<file path="src/rtl/m_tx_frame_arbiter.sv">
`timescale 1ns/1ps
// Frame-level round-robin arbiter feeding the transmitter byte/push interface.
// Latency: grant 1 cycle after request in IDLE; accepted byte on o_tx_data 1 cycle later; push 1 cycle after last write.
// Backpressure: ready only toward the frame owner while streaming; new grants stall while transmitter holds MAX_PENDING frames.
module m_tx_frame_arbiter #(
    parameter int MAX_PENDING   = 4,
    parameter int MAX_FRAME_LEN = 256,
    parameter int SETTLE_CYC    = 2
) (
    input  logic        i_clk,
    input  logic        i_rst_n,
    input  logic [1:0]  i_req_valid,
    input  logic [1:0]  i_req_last,
    input  logic [7:0]  i_req_data0,
    input  logic [7:0]  i_req_data1,
    output logic [1:0]  o_req_ready,
    input  logic [7:0]  i_tx_frames_count,
    output logic [7:0]  o_tx_data,
    output logic        o_tx_data_we,
    output logic        o_tx_push_frame,
    output logic [1:0]  o_grant,
    output logic        o_busy,
    output logic [15:0] o_frames_sent,
    output logic        o_trunc_err
);

    localparam logic [1:0] ST_IDLE   = 2'd0;
    localparam logic [1:0] ST_STREAM = 2'd1;
    localparam logic [1:0] ST_PUSH   = 2'd2;
    localparam logic [1:0] ST_SETTLE = 2'd3;

    // Byte counter must reach MAX_FRAME_LEN itself, hence the +1.
    localparam int LEN_W = $clog2(MAX_FRAME_LEN + 1);
    localparam int SET_W = (SETTLE_CYC > 1) ? $clog2(SETTLE_CYC + 1) : 1;

    localparam logic [7:0]       PEND_LIM    = 8'(MAX_PENDING);
    localparam logic [LEN_W-1:0] LEN_LIM     = LEN_W'(MAX_FRAME_LEN);
    localparam logic [SET_W-1:0] SETTLE_LAST = SET_W'(SETTLE_CYC - 1);

    logic [1:0]       state;
    logic [1:0]       state_nxt;
    logic             rr_ptr;       // requester preferred at the next contested grant
    logic [LEN_W-1:0] byte_cnt;     // bytes written to the transmitter this frame
    logic             trunc_flag;   // current frame has lost bytes past the budget
    logic [SET_W-1:0] settle_cnt;

    logic       cnt_ok;
    logic       start;
    logic       pick;
    logic       accept;
    logic       accept_last;
    logic       in_budget;
    logic [7:0] sel_data;
    logic       settle_done;

    // Ready depends only on state and owner so a requester never sees a combinational loop.
    assign o_req_ready = (state == ST_STREAM) ? o_grant : 2'b00;
    assign o_busy      = (state != ST_IDLE);

    assign cnt_ok      = (i_tx_frames_count < PEND_LIM);
    assign start       = (state == ST_IDLE) && cnt_ok && (|i_req_valid);
    // If the preferred requester is quiet the other one takes the slot.
    assign pick        = i_req_valid[rr_ptr] ? rr_ptr : ~rr_ptr;

    assign accept      = |(i_req_valid & o_req_ready);
    assign accept_last = |(i_req_valid & i_req_last & o_req_ready);
    assign in_budget   = (byte_cnt < LEN_LIM);
    assign sel_data    = o_grant[1] ? i_req_data1 : i_req_data0;
    assign settle_done = (settle_cnt == SETTLE_LAST);

    // Frame sequencing: one whole frame per grant, then push and let the count settle.
    always_comb begin
        state_nxt = state;
        case (state)
            ST_IDLE:   if (start) state_nxt = ST_STREAM;
            ST_STREAM: if (accept_last) state_nxt = ST_PUSH;
            ST_PUSH:   state_nxt = ST_SETTLE;
            ST_SETTLE: if (settle_done) state_nxt = ST_IDLE;
            default:   state_nxt = ST_IDLE;
        endcase
    end

    // State register.
    always_ff @(posedge i_clk or negedge i_rst_n) begin
        if (!i_rst_n) begin
            state <= ST_IDLE;
        end else begin
            state <= state_nxt;
        end
    end

    // Owner register and round-robin pointer; owner is held until the settle window ends.
    always_ff @(posedge i_clk or negedge i_rst_n) begin
        if (!i_rst_n) begin
            o_grant <= 2'b00;
            rr_ptr  <= 1'b0;
        end else if (start) begin
            o_grant <= pick ? 2'b10 : 2'b01;
            rr_ptr  <= ~pick;
        end else if ((state == ST_SETTLE) && settle_done) begin
            o_grant <= 2'b00;
        end
    end

    // Write path: accepted in-budget bytes go out one cycle later; data holds otherwise.
    always_ff @(posedge i_clk or negedge i_rst_n) begin
        if (!i_rst_n) begin
            o_tx_data    <= 8'h00;
            o_tx_data_we <= 1'b0;
        end else begin
            o_tx_data_we <= accept && in_budget;
            if (accept && in_budget) begin
                o_tx_data <= sel_data;
            end
        end
    end

    // Per-frame byte budget; over-budget bytes are still consumed but only mark truncation.
    always_ff @(posedge i_clk or negedge i_rst_n) begin
        if (!i_rst_n) begin
            byte_cnt   <= '0;
            trunc_flag <= 1'b0;
        end else if (state == ST_PUSH) begin
            byte_cnt   <= '0;
            trunc_flag <= 1'b0;
        end else if (accept) begin
            if (in_budget) begin
                byte_cnt <= byte_cnt + LEN_W'(1);
            end else begin
                trunc_flag <= 1'b1;
            end
        end
    end

    // Push pulse, frame counter and truncation report all line up on the cycle after PUSH.
    always_ff @(posedge i_clk or negedge i_rst_n) begin
        if (!i_rst_n) begin
            o_tx_push_frame <= 1'b0;
            o_trunc_err     <= 1'b0;
            o_frames_sent   <= 16'h0000;
        end else begin
            o_tx_push_frame <= (state == ST_PUSH);
            o_trunc_err     <= (state == ST_PUSH) && trunc_flag;
            if (state == ST_PUSH) begin
                o_frames_sent <= o_frames_sent + 16'd1;
            end
        end
    end

    // Settle window length so the transmitter's pending count reflects the new frame.
    always_ff @(posedge i_clk or negedge i_rst_n) begin
        if (!i_rst_n) begin
            settle_cnt <= '0;
        end else if (state == ST_SETTLE) begin
            settle_cnt <= settle_cnt + SET_W'(1);
        end else begin
            settle_cnt <= '0;
        end
    end

endmodule
</file>
<file path="config.mk">
export PLATFORM = sky130hd
export DESIGN_NAME = m_tx_frame_arbiter
export DESIGN_NICKNAME = d
export VERILOG_FILES = /design/src/rtl/m_tx_frame_arbiter.sv
export SDC_FILE = /design/constraint.sdc
export NUM_CORES = 1
export LEC_CHECK = 0
export ABC_AREA = 1
export ABC_CLOCK_PERIOD_IN_PS = 1270
export BUFFER_PORTS_ARGS = -buffer_cell sky130_fd_sc_hd__buf_2
export CAP_MARGIN = 20
export CORE_MARGIN = 2
export CORE_UTILIZATION = 26
export DETAILED_ROUTE_END_ITERATION = 10
export SLEW_MARGIN = 15
export SYNTH_ARGS = -nofsm -noshare
export SYNTH_HDL_FRONTEND = slang
export SYNTH_SLANG_ARGS = --single-unit
</file>
<file path="constraint.sdc">
create_clock -name i_clk -period 1.27 [get_ports i_clk]
set_input_delay 0.1905 -clock i_clk [delete_from_list [all_inputs] [get_ports i_clk]]
set_output_delay 0.1905 -clock i_clk [all_outputs]
set_load 0.005 [all_outputs]
</file>
; Word level (Yosys, flattened, before mapping)
; Index checks and enable logic that the tools add are counted.
[word_totals]
reg_bits = 44
output_inout_bits = 32
elab_cells = 65
[op_classes]
add_sub_neg = 3
order_cmp = 3
eq_ne = 8
n_mux = 19
bitwise_logic = 5
n_reduce_logical = 16
[op_table]
columns = operator, n
row1 = 2-to-1 mux 9 bit, 3
row2 = adder 16 x 1 -> 16 bit (second input constant), 1
row3 = 2-to-1 mux 2 bit, 8
row4 = adder 9 x 1 -> 9 bit (second input constant), 1
row5 = less-than comparator 9 bit (second input constant), 1
row6 = less-than comparator 8 x 3 -> 1 bit (second input constant), 1
row7 = 2-to-1 mux 8 bit, 1
row8 = one-hot mux 2 bit (4 select lines), 1
row9 = nonzero test 2 bit, 4
row10 = AND 2 bit, 3
row11 = 2-to-1 mux 1 bit, 6
row12 = inequality test 2 bit (second input constant), 3
row13 = OR reduction 2 bit, 3
row14 = logical AND 1 bit, 5
row15 = == test 2 x 1 -> 1 bit (second input constant), 2
row16 = == test 2 bit (second input constant), 2
row17 = AND reduction 2 bit, 2
row18 = AND reduction 3 bit, 1
row19 = adder 2 x 1 -> 2 bit (second input constant), 1
row20 = logical NOT 2 bit, 1
row21 = less-than comparator 1 x 2 -> 1 bit (second input constant), 1
row22 = inequality test 2 x 1 -> 1 bit (second input constant), 1
row23 = NOT 1 bit, 2

; Longest topological paths before layout
[logic_depth]
word_depth = 6
depth_mapped = 10
depth_no_buf = 10

; Worst setup path after synthesis
; No wires, ideal clock.
[synth_path]
path_kind = register to register
start = reg state[0]
end = reg o_frames_sent[14]
setup_ns = 0.122
arrival_ns = 1.259
required_ns = 1.148
setup_slack_ns = -0.111
stages_incl_launch_ff = 8
synth_period_minus_slack_ns = 1.381
path_cell_list = dfrtp_1 inv_1 ha_1 buf_4 nand3_1 nor2_2 nand2_1 xor2_1
[synth_between]
elab_chain_cells = 1
[synth_lines]
columns = element, line_no
row1 = start: declaration, 40  ; logic [1:0] state;
row2 = start signal: assignment, 88  ; state <= state_nxt;
row3 = == test 2 bit, 144  ; if (state == ST_PUSH) begin
row4 = end signal: assignment, 145  ; o_frames_sent <= o_frames_sent + 16'd1;
row5 = end: declaration, 23  ; output logic [15:0] o_frames_sent,
; No other way between the ends.
; A chain may end at the register's enable or synchronous reset.

; Final worst setup path
[layout_path]
start = reg state[1]
end = out o_busy
[layout_between]
elab_chain_cells = 1
[layout_lines]
columns = element, line_no
row1 = nonzero test 2 bit, 58  ; assign o_busy = (state != ST_IDLE);
row2 = end: declaration, 22  ; output logic o_busy,
; No other way between the ends.

==> impl_metrics.tcl <==
set metrics [dict create \
    fin_cells 492 \
    dieArea_um2 9560 \
    dp_cells 466 \
    syn_nets 314 \
    fin_skew_ns 0.0113 \
    grt_pass1_vias 2128 \
    grt_usage_pct 11.5 \
    yosysWarnings 0 \
    grt_pass1_wl_mm 9.19 \
    place_area_um2 2910 \
    synthTopCellsByCount "74 x nand2_1, 44 x dfrtp_1, 43 x inv_1" \
    fill_cells 856 \
    report.final.setup_viol 42 \
    fp-row-count 34 \
    synth_edf_count 0 \
    clk_path_buf_depth 2 \
    diodes 0 \
    max_cap_violations 0 \
    fp.coreArea_um2 8640 \
    area_delta_synth_final_pct 51.0 \
    wl_per_cell_um 11.1 \
    fmax_mhz 667 \
    vias 2093 \
    syn_area_um2 2290 \
    slew_violations 0 \
    worstSetupPathType "reg -> out" \
    synthFlopType "dfrtp_1" \
    violations "negative setup slack" \
    drcViolationCount 0 \
    rsz0062_at_grt "true" \
    start_kind "register" \
    synth_top_area_share_pct 48.2 \
    die_y_um 97.8 \
    detail-route-antenna-nets 0 \
    overflow 0 \
    yosys_register_bits 44 \
    synth.area.top_cells "dfrtp_1 48%, nand2_1 12%, inv_1 7.1%, nor2_1 3.9%, ha_1 3.8%" \
    start_util_pct 26.5 \
    cts.sinks 44 \
    worstMarginPinSlew_ns 0.317 \
    io_pins 62 \
    antenna_found_initial 0 \
    cellPowerDensity_nw_per_um2 1760 \
    slew_headroom_pct 78.7 \
    design_area_um2 3450 \
    grt_max_degree 37 \
    pre_cts_slack_ns -0.226 \
    viasPerCell 4.25 \
    outcome "finished with violations" \
    cts_tree "done" \
    final.min_clock_period_ns 1.50 \
    hpwl_mm 3.59 \
    async_reset_ff_share_pct 100 \
    end_kind "output pin" \
    timing.final.hold_violations 0 \
    clkLatencyLatePin_ns 0.30 \
    gp_congestion 0.728 \
    htreeDepth 2 \
    post-route-period-util_pct 118 \
    syn_area_per_cell_um2 8.25 \
    cts_made_buffers 5 \
    cts_root_buf "clkbuf_8" \
    layout-drive-gt1-share_pct 41.7 \
    portBuffers 59 \
    die_w_um 97.8 \
    clk_pin_slew_worst_paths_ns 0.08 \
    wl_mm 5.44 \
    cp_max_fo 3 \
    synth_cell_types 26 \
    nets 420 \
    crit_arrival_ns 1.31 \
    hold_class "in -> reg" \
    seq_area_frac_synth_pct 48.2 \
    syn_inst 277 \
    setup_ws_ns -0.229 \
    drt_iter0_drc 91 \
    synth_largest_area_cell "dfrtp_1" \
    synth.most_common_cell "nand2_1" \
    dr.pass1.iters 4 \
    p_leak_uw 0.00186 \
    vdd_drop_max_uv 775 \
    cp.required_ns 1.08 \
]
cell usage in the layout, fill, tap and decap left out, drive strengths merged, types with 4 or more instances in the layout:
master	count
xor2	9
nor2	28
clkbuf	7
dfrtp	44
ha	7
o21ai	24
nand2	81
nand4	6
xnor2	4
nand3	14
inv	44
nor3	7
buf	102
state kept, by name, summed over array words and instances (netlist names):
name,flops
o_tx_data_we,1
settle_cnt,2
state,2
byte_cnt,9
o_tx_data,8
trunc_flag,1
rr_ptr,1
o_frames_sent,16
o_trunc_err,1
o_tx_push_frame,1
o_grant,2
cell families (layout without fill, tap and decap cells):
group / Yosys count / count (layout) / share of synthesized area [%]
AND/OR/NAND/NOR: 135 / 136 / 27.4
adder cells (fa/ha/maj): 7 / 7 / 3.83
buffers and inverters: 50 / 156 / 9.25
XOR/XNOR: 13 / 13 / 4.98
AO/OA/AOI/OAI: 28 / 28 / 6.35
flip-flops: 44 / 44 / 48.2
worst max-delay path, cell delays in order (launching register included):
cell and delay (ns):
dfrtp_1 0.42, inv_2 0.11, buf_6 0.11, ha_4 0.13, inv_2 0.04, buf_6 0.11, buf_6 0.10
path summary, 6_finish.rpt:
kind / startpoint / end / slack (ns) / depth (start not counted)
min in group asynchronous: i_rst_n / o_tx_data[1] / 0.30 / 2
hold reg to reg: settle_cnt[0] / settle_cnt[0] / 0.43 / 1
hold / removal: i_req_data0[2] / o_tx_data[2] / 0.18 / 3
setup / recovery: state[1] / o_busy / -0.23 / 6
max in group asynchronous: i_rst_n / byte_cnt[0] / 0.50 / 3
setup reg to reg: state[1] / byte_cnt[5] / -0.18 / 8
stage by stage:
stage	util, %	total power, uW	hold WS (ns)	setup TNS (ns)
floorplan	-	3080	-0.105	-0.993
detailed placement	33.7	4060	0.0676	-4.66
CTS	38.2	5770	0.177	-3.40
global placement	33.7	4030	0.0666	-3.57
finish	40.0	6070	0.181	-4.27
global route	40.0	6560	0.191	-8.22
cell type report:
class | instances | area [um^2] | share of cell area, %
Clock buffer | 6 | 72.6 | 2.10
Tap cell | 108 | 135 | 3.91
Inverter | 44 | 173 | 5.00
Timing Repair Buffer | 104 | 756 | 21.9
Multi-Input combinational cell | 184 | 1180 | 34.2
Sequential cell | 44 | 1100 | 31.9
Clock inverter | 2 | 35.0 | 1.01
layer usage:
layer	wire length [um]	up-vias	track usage [%]
met3	171	5	2.79
li1	-	1065	-
met2	2930	26	20.8
met5	0	-	0
met4	51	0	2.99
met1	2290	997	13.7
power by group:
group / switching (uW) / internal [uW] / total [uW]
Clock: 493 / 585 / 1080
Sequential: 232 / 1730 / 1960
Combinational: 1430 / 1600 / 3020
timing repair:
| action | in CTS | in global routing |
|---|---|---|
| hold buffers | 1 | 0 |
| resized for setup | 50 | 26 |
| buffers inserted | 11 | 7 |
| endpoints found under the setup margin | 41 | 44 |
| pin swaps | 13 | 9 |
| hold endpoints to repair | 8 | 0 |
| gates cloned | 1 | 1 |
Note: power is estimated with default switching activity, not from simulation.
